## src/rtl/cpu_pkg.sv

```systemverilog
// Shared fetch-path types and constants: word type, fetch FSM states,
// reset PC and sequential step.
package cpu_pkg;

    typedef logic [31:0] word_t;

    typedef enum logic [1:0] {
        IDLE = 2'd0,
        REQ  = 2'd1,
        WAIT = 2'd2,
        OUT  = 2'd3
    } fetch_state_e;

    localparam word_t FETCH_RESET_PC = 32'h0000_3000;
    localparam word_t FETCH_PC_STEP  = 32'd4;

    // Instruction addresses are word aligned; low two bits are dropped.
    function automatic word_t align_word(input word_t addr);
        return {addr[31:2], 2'b00};
    endfunction

endpackage

```

## src/rtl/fetch_pc_reg.sv

```systemverilog
// Program counter register: reset value, sequential increment, and
// aligned redirect load (load wins over increment).
module fetch_pc_reg
    import cpu_pkg::*;
#(
    parameter word_t RESET_PC = FETCH_RESET_PC,
    parameter word_t PC_STEP  = FETCH_PC_STEP
) (
    input  logic  clk,
    input  logic  rst,
    input  logic  inc,
    input  logic  load,
    input  word_t load_addr,
    output word_t pc
);

    always_ff @(posedge clk or posedge rst) begin
        if (rst)
            pc <= RESET_PC;
        else if (load)
            pc <= align_word(load_addr);
        else if (inc)
            pc <= pc + PC_STEP;
    end

endmodule

```

## src/rtl/fetch_sequencer.sv

```systemverilog
// Handshaked instruction-fetch loop: one imem request in flight, returned
// word buffered for decode, execute redirects squash whatever is in flight.
module fetch_sequencer
    import cpu_pkg::*;
#(
    parameter word_t RESET_PC = FETCH_RESET_PC,
    parameter word_t PC_STEP  = FETCH_PC_STEP
) (
    input  logic        clk,
    input  logic        rst,
    input  logic        redirect_valid,
    input  logic [31:0] redirect_target,
    output logic        imem_req_valid,
    input  logic        imem_req_ready,
    output logic [31:0] imem_req_addr,
    input  logic        imem_rsp_valid,
    input  logic [31:0] imem_rsp_data,
    output logic        inst_valid,
    input  logic        inst_ready,
    output logic [31:0] inst_data,
    output logic [31:0] inst_pc
);

    fetch_state_e state, state_n;
    logic         discard, discard_n;
    logic         inst_valid_n;
    word_t        inst_data_n, inst_pc_n;
    logic         pc_inc, pc_load;
    word_t        pc;

    fetch_pc_reg #(
        .RESET_PC (RESET_PC),
        .PC_STEP  (PC_STEP)
    ) u_pc (
        .clk       (clk),
        .rst       (rst),
        .inc       (pc_inc),
        .load      (pc_load),
        .load_addr (redirect_target),
        .pc        (pc)
    );

    assign imem_req_valid = (state == REQ);
    assign imem_req_addr  = pc;

    always_ff @(posedge clk or posedge rst) begin
        if (rst) begin
            state      <= IDLE;
            discard    <= 1'b0;
            inst_valid <= 1'b0;
            inst_data  <= '0;
            inst_pc    <= '0;
        end else begin
            state      <= state_n;
            discard    <= discard_n;
            inst_valid <= inst_valid_n;
            inst_data  <= inst_data_n;
            inst_pc    <= inst_pc_n;
        end
    end

    always_comb begin
        state_n      = state;
        discard_n    = discard;
        inst_valid_n = inst_valid;
        inst_data_n  = inst_data;
        inst_pc_n    = inst_pc;
        pc_inc       = 1'b0;
        pc_load      = redirect_valid;

        unique case (state)
            IDLE: state_n = REQ;

            // A redirect racing the handshake leaves a response in flight
            // that must be swallowed when it lands.
            REQ: begin
                if (imem_req_ready) begin
                    state_n   = WAIT;
                    discard_n = redirect_valid;
                end
            end

            WAIT: begin
                if (redirect_valid) begin
                    if (imem_rsp_valid) begin
                        state_n   = REQ;
                        discard_n = 1'b0;
                    end else begin
                        discard_n = 1'b1;
                    end
                end else if (imem_rsp_valid) begin
                    if (discard) begin
                        discard_n = 1'b0;
                        state_n   = REQ;
                    end else begin
                        inst_valid_n = 1'b1;
                        inst_data_n  = imem_rsp_data;
                        inst_pc_n    = pc;
                        state_n      = OUT;
                    end
                end
            end

            // PC advances only on a plain consume; a redirect already loads it.
            OUT: begin
                if (redirect_valid || inst_ready) begin
                    inst_valid_n = 1'b0;
                    pc_inc       = !redirect_valid;
                    state_n      = REQ;
                end
            end

            default: state_n = IDLE;
        endcase
    end

endmodule

```

## config.mk

```make
export PLATFORM = sky130hd
export DESIGN_NAME = fetch_sequencer
export DESIGN_NICKNAME = d
export VERILOG_FILES = /design/src/rtl/cpu_pkg.sv /design/src/rtl/fetch_pc_reg.sv /design/src/rtl/fetch_sequencer.sv
export SDC_FILE = /design/constraint.sdc
export NUM_CORES = 1
export LEC_CHECK = 0
export ABC_CLOCK_PERIOD_IN_PS = 3800
export BUFFER_PORTS_ARGS = -buffer_cell sky130_fd_sc_hd__buf_4
export CORE_ASPECT_RATIO = 0.7
export CORE_MARGIN = 2
export CORE_UTILIZATION = 40
export DETAILED_ROUTE_END_ITERATION = 8
export GPL_ROUTABILITY_DRIVEN = 1
export HOLD_SLACK_MARGIN = 0.03
export PLACE_DENSITY = 0.7
export REMOVE_ABC_BUFFERS = 1
export SLEW_MARGIN = 20
export SYNTH_ARGS = -nofsm -noshare
export SYNTH_HDL_FRONTEND = slang
export SYNTH_SLANG_ARGS = --single-unit
```

## constraint.sdc

```tcl
create_clock -name clk -period 3.8 [get_ports clk]
set_clock_uncertainty 0.2 [all_clocks]
set_input_delay 1.14 -clock clk [delete_from_list [all_inputs] [get_ports clk]]
set_output_delay 1.14 -clock clk [all_outputs]
set_load 0.01 [all_outputs]
```

==> impl_results.md, run 1 <==
- Post-CTS Setup Inserts: 0
- Critical path class: in -> reg
- Setup-failing EPs final: 0
- Skew-Pair Late Insertion Delay: 0.34 ns
- Period utilization: 0.7410
- Pre-antenna DRT Iters: 4
- Yosys top cell area share: 0.5355
- Area post-placement: 5738 µm²
- Layout overhead on the synthesized area: 37.20%
- Antenna cells: 0
- CTS Buf Count: 9
- Area of the multi-input gates: 1861 µm²
- Worst endpoint required time: 3.86 ns
- Critical path's largest stage delay: 0.73 ns
- Final HPWL DP: 8149 µm
- CTS tree: done
- Most frequent cells in the layout: buf_4 (164), dfrtp_1 (94), mux2_2 (63)
- Max Fclk: 355.1 MHz
- EDFF count, synth: 0
- RSZ-0062 raised after global routing: no
- Vias in the first global route: 3573
- DRT iter0 DRCs: 216
- Setup TNS: 0 ns
- Post-route design area: 6027 µm²
- Element type at the critical path end: register
- Num ports: 168
- Peak fanout along the critical path: 14
- Worst-margin pin slew: 0.7371 ns
- Die width: 129.3 µm
- WP data arrival: 2.87 ns
- First-pass GRT wire length: 18020 µm
- Synthesized area: 4393 µm²
- Pin count of the biggest net entering global routing: 51
- Max-slew headroom: 0.5072
- Leading cell type in the layout, fill and taps excluded: buf_4
- Top delay family on crit path: simple AND/OR/NAND/NOR gates
- # Max-Cap Violations: 0
- Area of the die: 11850 µm²
- Routed WL: 11220 µm
- IO Port Bufs: 161
- FF+latch area: 2405 µm²
- Clk slew on worst S/H paths: 0.06 ns
- Drt wl/cell: 16.33 µm
- NumNets Final: 609
- Clk root buf: clkbuf_16
- Startpoint Class: input pin
- Post-synth top area cell: dfrtp_1
- Minimum clock period: 2.816 ns
- WP buf/inv: 1
- GRT overflow: 0
- Final hold viol count: 0
- Most area-consuming cells after synthesis: dfrtp_1 (54%), mux2_2 (16%), or4_1 (2.7%)
- Antenna violations before repair: 0
- Layout cells sized above 1: 0.4675
- DR vias/cell: 5.207
- Yosys cell types: 39
- Synth Area per Inst: 11.56 µm²
- Hold-fix buffers, CTS: 0
- Placed cells: 672
- Rows: 31
- CP cell instances: buf_4, and4_1, nand2_1, or4_2, a31oi_1
- Synth async-reset ratio: 1.000
- Synth warnings: 0
- Total Routing Usage GR: 0.1949
- Die height: 91.68 µm
- Synth Flop Type: dfrtp_1
- Clock Path Buffers: 2
- Pwr Density: 626.0 nW/µm²
- Gpl congestion: 0.7711
- Final std cells w/o fill: 687
- Max VDD drop: 0.4415 mV
- DRC: 0
- Vias: 3577
- Max Slew Vio Count: 0
- Seq/Total Area, Yosys: 0.5474
- Status: completed
- Slowest CP cell: or4_2
- Post-cts resize count: 0
- Cell count after synthesis: 380
- ANT nets after route: 0
- Core box area: 10510 µm²
- Fill cells: 902
- Core Util, Final: 0.5734
- HP Class: reg -> reg
- Initial Util: 0.4179
- Synthesis-stage register bit count: 96
- H-tree depth: 3
- Pleak: 0.002785 µW
- Total clock sinks: 96
## area by class of cell
cell class / count / share of cell area
sequential: 96 / 0.3990
multi-input combinational: 254 / 0.3087
timing repair buffer: 165 / 0.2076
clock buffer: 12 / 0.04090
tap: 148 / 0.03072
clock inverter: 3 / 0.007058
inverter: 9 / 0.006020
## worst reg2reg max path: cells and delay by family, from the launching register on
family / cells / cell delay [ns]
DFF: 1 / 0.40
and+or+nand+nor: 3 / 1.47
AOI/OAI and AO/OA: 1 / 0.19
adders and majority gates: 1 / 0.27
## per-stage QoR
step	hold WS (ns)	total power, µW	setup WS, ns
global route	0.3177	3991	0.8530
CTS	0.3118	3819	1.003
floorplan	0.3313	2180	-0.04206
finish	0.3070	3773	0.9841
global placement	0.2897	2852	0.6925
detailed placement	0.2975	2911	0.6650
## synthesized netlist by cell type, types with 2 or more instances
cell type,instances
or2_2,2
inv_1,8
o32ai_1,2
nor2_1,21
or4_1,16
and2_1,4
o31ai_1,15
a31oi_1,17
buf_4,4
xnor2_1,6
mux2_2,63
a21oi_1,3
clkbuf_1,19
o311ai_0,2
o21ai_0,16
ha_1,4
dfstp_2,2
dfrtp_1,94
nand4_1,8
and3_1,4
nand3_1,14
and4_1,3
nand2_1,30
xor2_1,4
nor3_1,5
## where the power goes
part	switching (µW)	internal (µW)	total, µW
registers	227	1370	1590
clock network	374	524	898
logic	532	749	1280
total	1130	2640	3770
## kinds of logic after synthesis
logic type      Yosys count  share of synthesized area
other cells               1                  0.0008536
flops                    96                     0.5474
xor+xnor                 10                    0.01994
mux                      64                     0.1638
buf+inv                  33                    0.03190
compound gates           59                    0.08744
fa+ha+maj                 4                    0.01139
simple gates            113                     0.1373
## sequential cells by signal, summed over array words and instances (netlist names)
name        cells
state           2
u_pc.pc        30
inst_data      32
inst_pc        30
discard         1
inst_valid      1
## worst paths after layout
kind / startpoint / end / slack (ns) / cells after the start
max: inst_ready / u_pc.pc[19] / 0.98 / 5
min: inst_data[0] / inst_data[0] / 0.31 / 1
max reg2reg: state[0] / u_pc.pc[19] / 1.19 / 5
min reg2reg: inst_data[0] / inst_data[0] / 0.31 / 1
max in group asynchronous: rst / u_pc.pc[25] / 2.03 / 3
min in group asynchronous: rst / inst_data[6] / 0.68 / 2
## routing by layer
layer  vias up  global-route usage  wire length, µm
met1      1740              0.2602             5055
met3        14             0.06534              819
li1       1700                   -                -
met4         0             0.05344              163
met2       123              0.3039             5185
met5         -                   0                0
Note: power is estimated with default switching activity, not from simulation.
==> inputs of run 2 (changes only) <==
Settings changed: ABC_CLOCK_PERIOD_IN_PS 3800 to 2500.
Clock period 3.8 ns to 2.5 ns, I/O delays scaled along.
==> impl_results.md, run 2 (synthesis gave the netlist of run 1 again) <==
- GRT overflow: 0
- # Max-Cap Violations: 0
- Vias: 3705
- RSZ-0062 raised after global routing: no
- Hold-fix buffers, CTS: 0
- DRC: 0
- Gpl congestion: 0.8233
- Max reg flops: 32
- Combinational share of power: 0.342
- CTS tree: done
- PnR worst setup slack: 0.1431 ns
- Minimum clock period: 2.357 ns
- FF+latch area: 2405 µm²
- WHS: 0.1609 ns
- Clk root buf: clkbuf_16
- Final HPWL DP: 8589 µm
- Area of the multi-input gates: 1861 µm²
- Regs by FF count: inst_data (32), inst_pc (30), u_pc.pc (30)
- DR vias/cell: 5.233
- First-pass GRT wire length: 18750 µm
- Area of the die: 11850 µm²
- Clk pwr share: 0.250
- Peak fanout along the critical path: 8
- Worst endpoint required time: 2.56 ns
- Max Fclk: 424.3 MHz
- IO Port Bufs: 161
- Max VDD drop: 0.6281 mV
- Max Slew Vio Count: 0
- Placement Setup Slack: 0.1366 ns
- Pleak: 0.002900 µW
- Initial Util: 0.4179
- Layout overhead on the synthesized area: 41.61%
- Pre-antenna DRT Iters: 4
- Drt wl/cell: 16.40 µm
- Reg power frac: 0.408
- Layout cells sized above 1: 0.4911
- DRT iter0 DRCs: 220
- Switching portion of total power: 0.2995
- Period utilization: 0.9428
- Setup-failing EPs final: 0
- Fill cells: 924
- Rows: 31
- NumNets Final: 629
- Switching power: 1766 µW
- Critical path class: reg -> reg
- Total clock sinks: 96
- Status: completed
- FF-to-FF setup slack: 0.14 ns
- CTS Buf Count: 9
- Skew-Pair Late Insertion Delay: 0.34 ns
- Pwr Density: 947.7 nW/µm²
- Clock Path Buffers: 2
- WP data arrival: 2.42 ns
- Antenna violations before repair: 0
- Power Internal: 4130 µW
- Total Routing Usage GR: 0.2027
- Core box area: 10510 µm²
- H-tree depth: 3
- ANT nets after route: 0
- Most frequent cells in the layout: buf_4 (183), dfrtp_1 (94), mux2_2 (63)
- Core Util, Final: 0.5918
- Die height: 91.68 µm
- Leading cell type in the layout, fill and taps excluded: buf_4
- Final hold viol count: 0
- Clk slew on worst S/H paths: 0.07 ns
- Largest Register: inst_data
- Routed WL: 11610 µm
- HP Class: in -> async
- Antenna cells: 0
- Num ports: 168
- Post-CTS Setup Inserts: 0
- Vias in the first global route: 3706
- Element type at the critical path end: register
- Pin count of the biggest net entering global routing: 49
- Die width: 129.3 µm
- Post-cts resize count: 0
- Startpoint Class: register
- Total Power: 5896 µW
-- run 2: changes by cell type in the layout (fill, tap and decap cells not counted) --
cell / change
bufinv_16: +1
buf_12: +1
inv_6: +1
clkinv_4: +1
clkbuf_1: -2
clkinv_2: +1
clkbuf_8: -1
buf_4: +19
-- run 2: worst max-delay path, cell delays in order (launching register included) --
cell and delay, ns:
dfrtp_1 0.49, nand4_2 0.19, or4_1 0.69, or4_1 0.54, a31oi_1 0.17
-- run 2: metrics by stage --
stage	setup TNS (ns)	std cells	instance area, µm²
finish	0	708	6221
floorplan	-131.90	359	4298
global route	0	708	6221
CTS	0	708	6221
detailed placement	0	692	5901
global placement	0	692	5901
-- run 2: power by group through the flow --
stage          Sequential [µW]  Clock [µW]  Combinational (µW)
4_1_cts                   2410        1530                2040
3_5_place_dp              2430           0                2040
6_report                  2410        1480                2010
2_1_floorplan             2630           0                 681
3_3_place_gp              2390           0                1990
5_1_grt                   2480        1580                2170
-- run 2: final timing paths --
| path | start | end | cells past startpoint |
|---|---|---|---|
| max reg2reg | u_pc.pc[16] | u_pc.pc[29] | 4 |
| max | u_pc.pc[16] | u_pc.pc[29] | 4 |
| min in group clk | inst_pc[23] | inst_pc[23] | 1 |
| max in group asynchronous | rst | u_pc.pc[13] | 3 |
| min | rst | inst_data[8] | 2 |
| min reg2reg | inst_pc[23] | inst_pc[23] | 1 |
-- run 2: per-layer routing --
layer  GRT usage  vias up  share of wire
met3     0.07293        6          0.085
met1      0.2695     1830           0.44
met2      0.3061      127           0.47
met4     0.07065        0         0.0088
met5           0        -              0
li1            -     1742              -
-- run 2: final cells by class --
type,count,share of cell area
Sequential cell,96,0.3866
Multi-Input combinational cell,254,0.2991
Timing Repair Buffer,185,0.2273
Clock buffer,9,0.03620
Tap cell,148,0.02977
Clock inverter,7,0.01529
Inverter,9,0.005833
==> inputs of run 3 (changes only) <==
Settings changed: CORE_ASPECT_RATIO 0.7 to 1.2.
==> impl_results.md, run 3 (synthesis gave the netlist of run 1 again) <==
- Area post-placement: 5912 µm²
- DRC: 0
- Pre-antenna DRT Iters: 4
- Status: completed
- Skew-Pair Late Insertion Delay: 0.34 ns
- ANT nets after route: 0
- Die width: 99.67 µm
- Rows: 41
- Most frequent cells in the layout: buf_4 (185), dfrtp_1 (94), mux2_2 (63)
- Placed cells: 676
- Hold-fix buffers, CTS: 0
- Max Fclk: 421.4 MHz
- Num ports: 168
- Vias in the first global route: 3830
- Max Slew Vio Count: 0
- Post-cts resize count: 0
- Peak fanout along the critical path: 8
- Period utilization: 0.9492
- Clk pwr share: 0.239
- Max-slew headroom: 0.5764
- Initial Util: 0.4137
- Critical path class: reg -> reg
- Post-CTS Setup Inserts: 0
- Switching portion of total power: 0.2976
- Routed WL: 11160 µm
- Layout overhead on the synthesized area: 41.38%
- Layout cells sized above 1: 0.4902
- Combinational share of power: 0.348
- Core box area: 10620 µm²
- Pwr Density: 931.9 nW/µm²
- Antenna cells: 0
- Clk root buf: clkbuf_16
- Vias: 3690
- Clk slew on worst S/H paths: 0.07 ns
- GRT overflow: 0
- Switching power: 1723 µW
- NumNets Final: 632
- Antenna violations before repair: 0
- Largest Register: inst_data
- Max VDD drop: 0.5066 mV
- Regs by FF count: inst_data (32), inst_pc (30), u_pc.pc (30)
- CTS Buf Count: 9
- Die height: 118.8 µm
- Element type at the critical path end: register
- Power Internal: 4065 µW
- Drt wl/cell: 16.13 µm
- Clock Path Buffers: 2
- DR vias/cell: 5.332
- HP Class: in -> async
- Pin count of the biggest net entering global routing: 41
- WP data arrival: 2.42 ns
- Post-route design area: 6211 µm²
- Total clock sinks: 96
- H-tree depth: 3
- DRT iter0 DRCs: 147
- # Max-Cap Violations: 0
- Final hold viol count: 0
- PnR worst setup slack: 0.1269 ns
- Startpoint Class: register
- RSZ-0062 raised after global routing: no
- Leading cell type in the layout, fill and taps excluded: buf_4
- Minimum clock period: 2.373 ns
- FF+latch area: 2405 µm²
- WHS: 0.2514 ns
- Max reg flops: 32
- Worst-margin pin slew: 0.6334 ns
- Placement Setup Slack: 0.08975 ns
- Area of the die: 11840 µm²
- Fill cells: 912
- Area of the multi-input gates: 1861 µm²
- Reg power frac: 0.412
- Setup-failing EPs final: 0
- CTS tree: done
- Worst endpoint required time: 2.55 ns
- Pleak: 0.002908 µW
- Final HPWL DP: 8354 µm
- IO Port Bufs: 161
- Final std cells w/o fill: 692
- Total Routing Usage GR: 0.1954
- First-pass GRT wire length: 18640 µm
- Gpl congestion: 0.7814
==> run 3: cell count changes in the layout (fill, tap and decap cells not counted), sizes merged <==
cell      delta
clkbuf       +3
clkinvlp     -1
bufinv       -1
buf          +3
clkinv       -1
==> run 3: cell type report <==
type                            count  share of cell area
Clock buffer                       12             0.03969
Clock inverter                      4            0.008461
Inverter                            9            0.005842
Multi-Input combinational cell    254              0.2996
Sequential cell                    96              0.3872
Tap cell                          129             0.02599
Timing Repair Buffer              188              0.2333
==> run 3: critical path, cell delays in order (launching register included) <==
cell	delay (ns)
dfrtp_1	0.46
nand4_2	0.17
or4_1	0.69
or4_1	0.56
a31oi_1	0.21
==> run 3: routing by layer <==
metal  vias to the layer above  part of all wire  GRT usage
li1                       1748                 -          -
met4                         0             0.024    0.07877
met2                       132              0.50     0.3264
met1                      1788              0.41     0.2419
met3                        22             0.063    0.04613
met5                         -                 0          0
==> run 3: power by group through the flow <==
stage	Sequential, µW	Clock [µW]	Combinational, µW
after floorplan	2630	0	681
after global placement	2380	0	1990
after detailed placement	2420	0	2050
after CTS	2390	1430	2050
after global routing	2460	1500	2170
final	2390	1390	2020
==> run 3: metrics by stage <==
stage	total power, µW	TNS, ns	utilization
final	5788	0	0.5849
after detailed placement	4464	0	0.5567
after global routing	6128	0	0.5849
after CTS	5874	0	0.5849
after floorplan	3314	-131.90	-
after global placement	4377	0	0.5567
==> run 3: path summary, 6_finish.rpt <==
kind / from / end / slack, ns / cells past startpoint
min in group clk: inst_data[8] / inst_data[8] / 0.31 / 1
worst min register to register: inst_data[8] / inst_data[8] / 0.31 / 1
worst min-delay path: rst / inst_pc[13] / 0.25 / 2
worst max register to register: u_pc.pc[17] / u_pc.pc[29] / 0.13 / 4
max in group asynchronous: rst / inst_data[18] / 1.16 / 3
worst max-delay path: u_pc.pc[17] / u_pc.pc[29] / 0.13 / 4
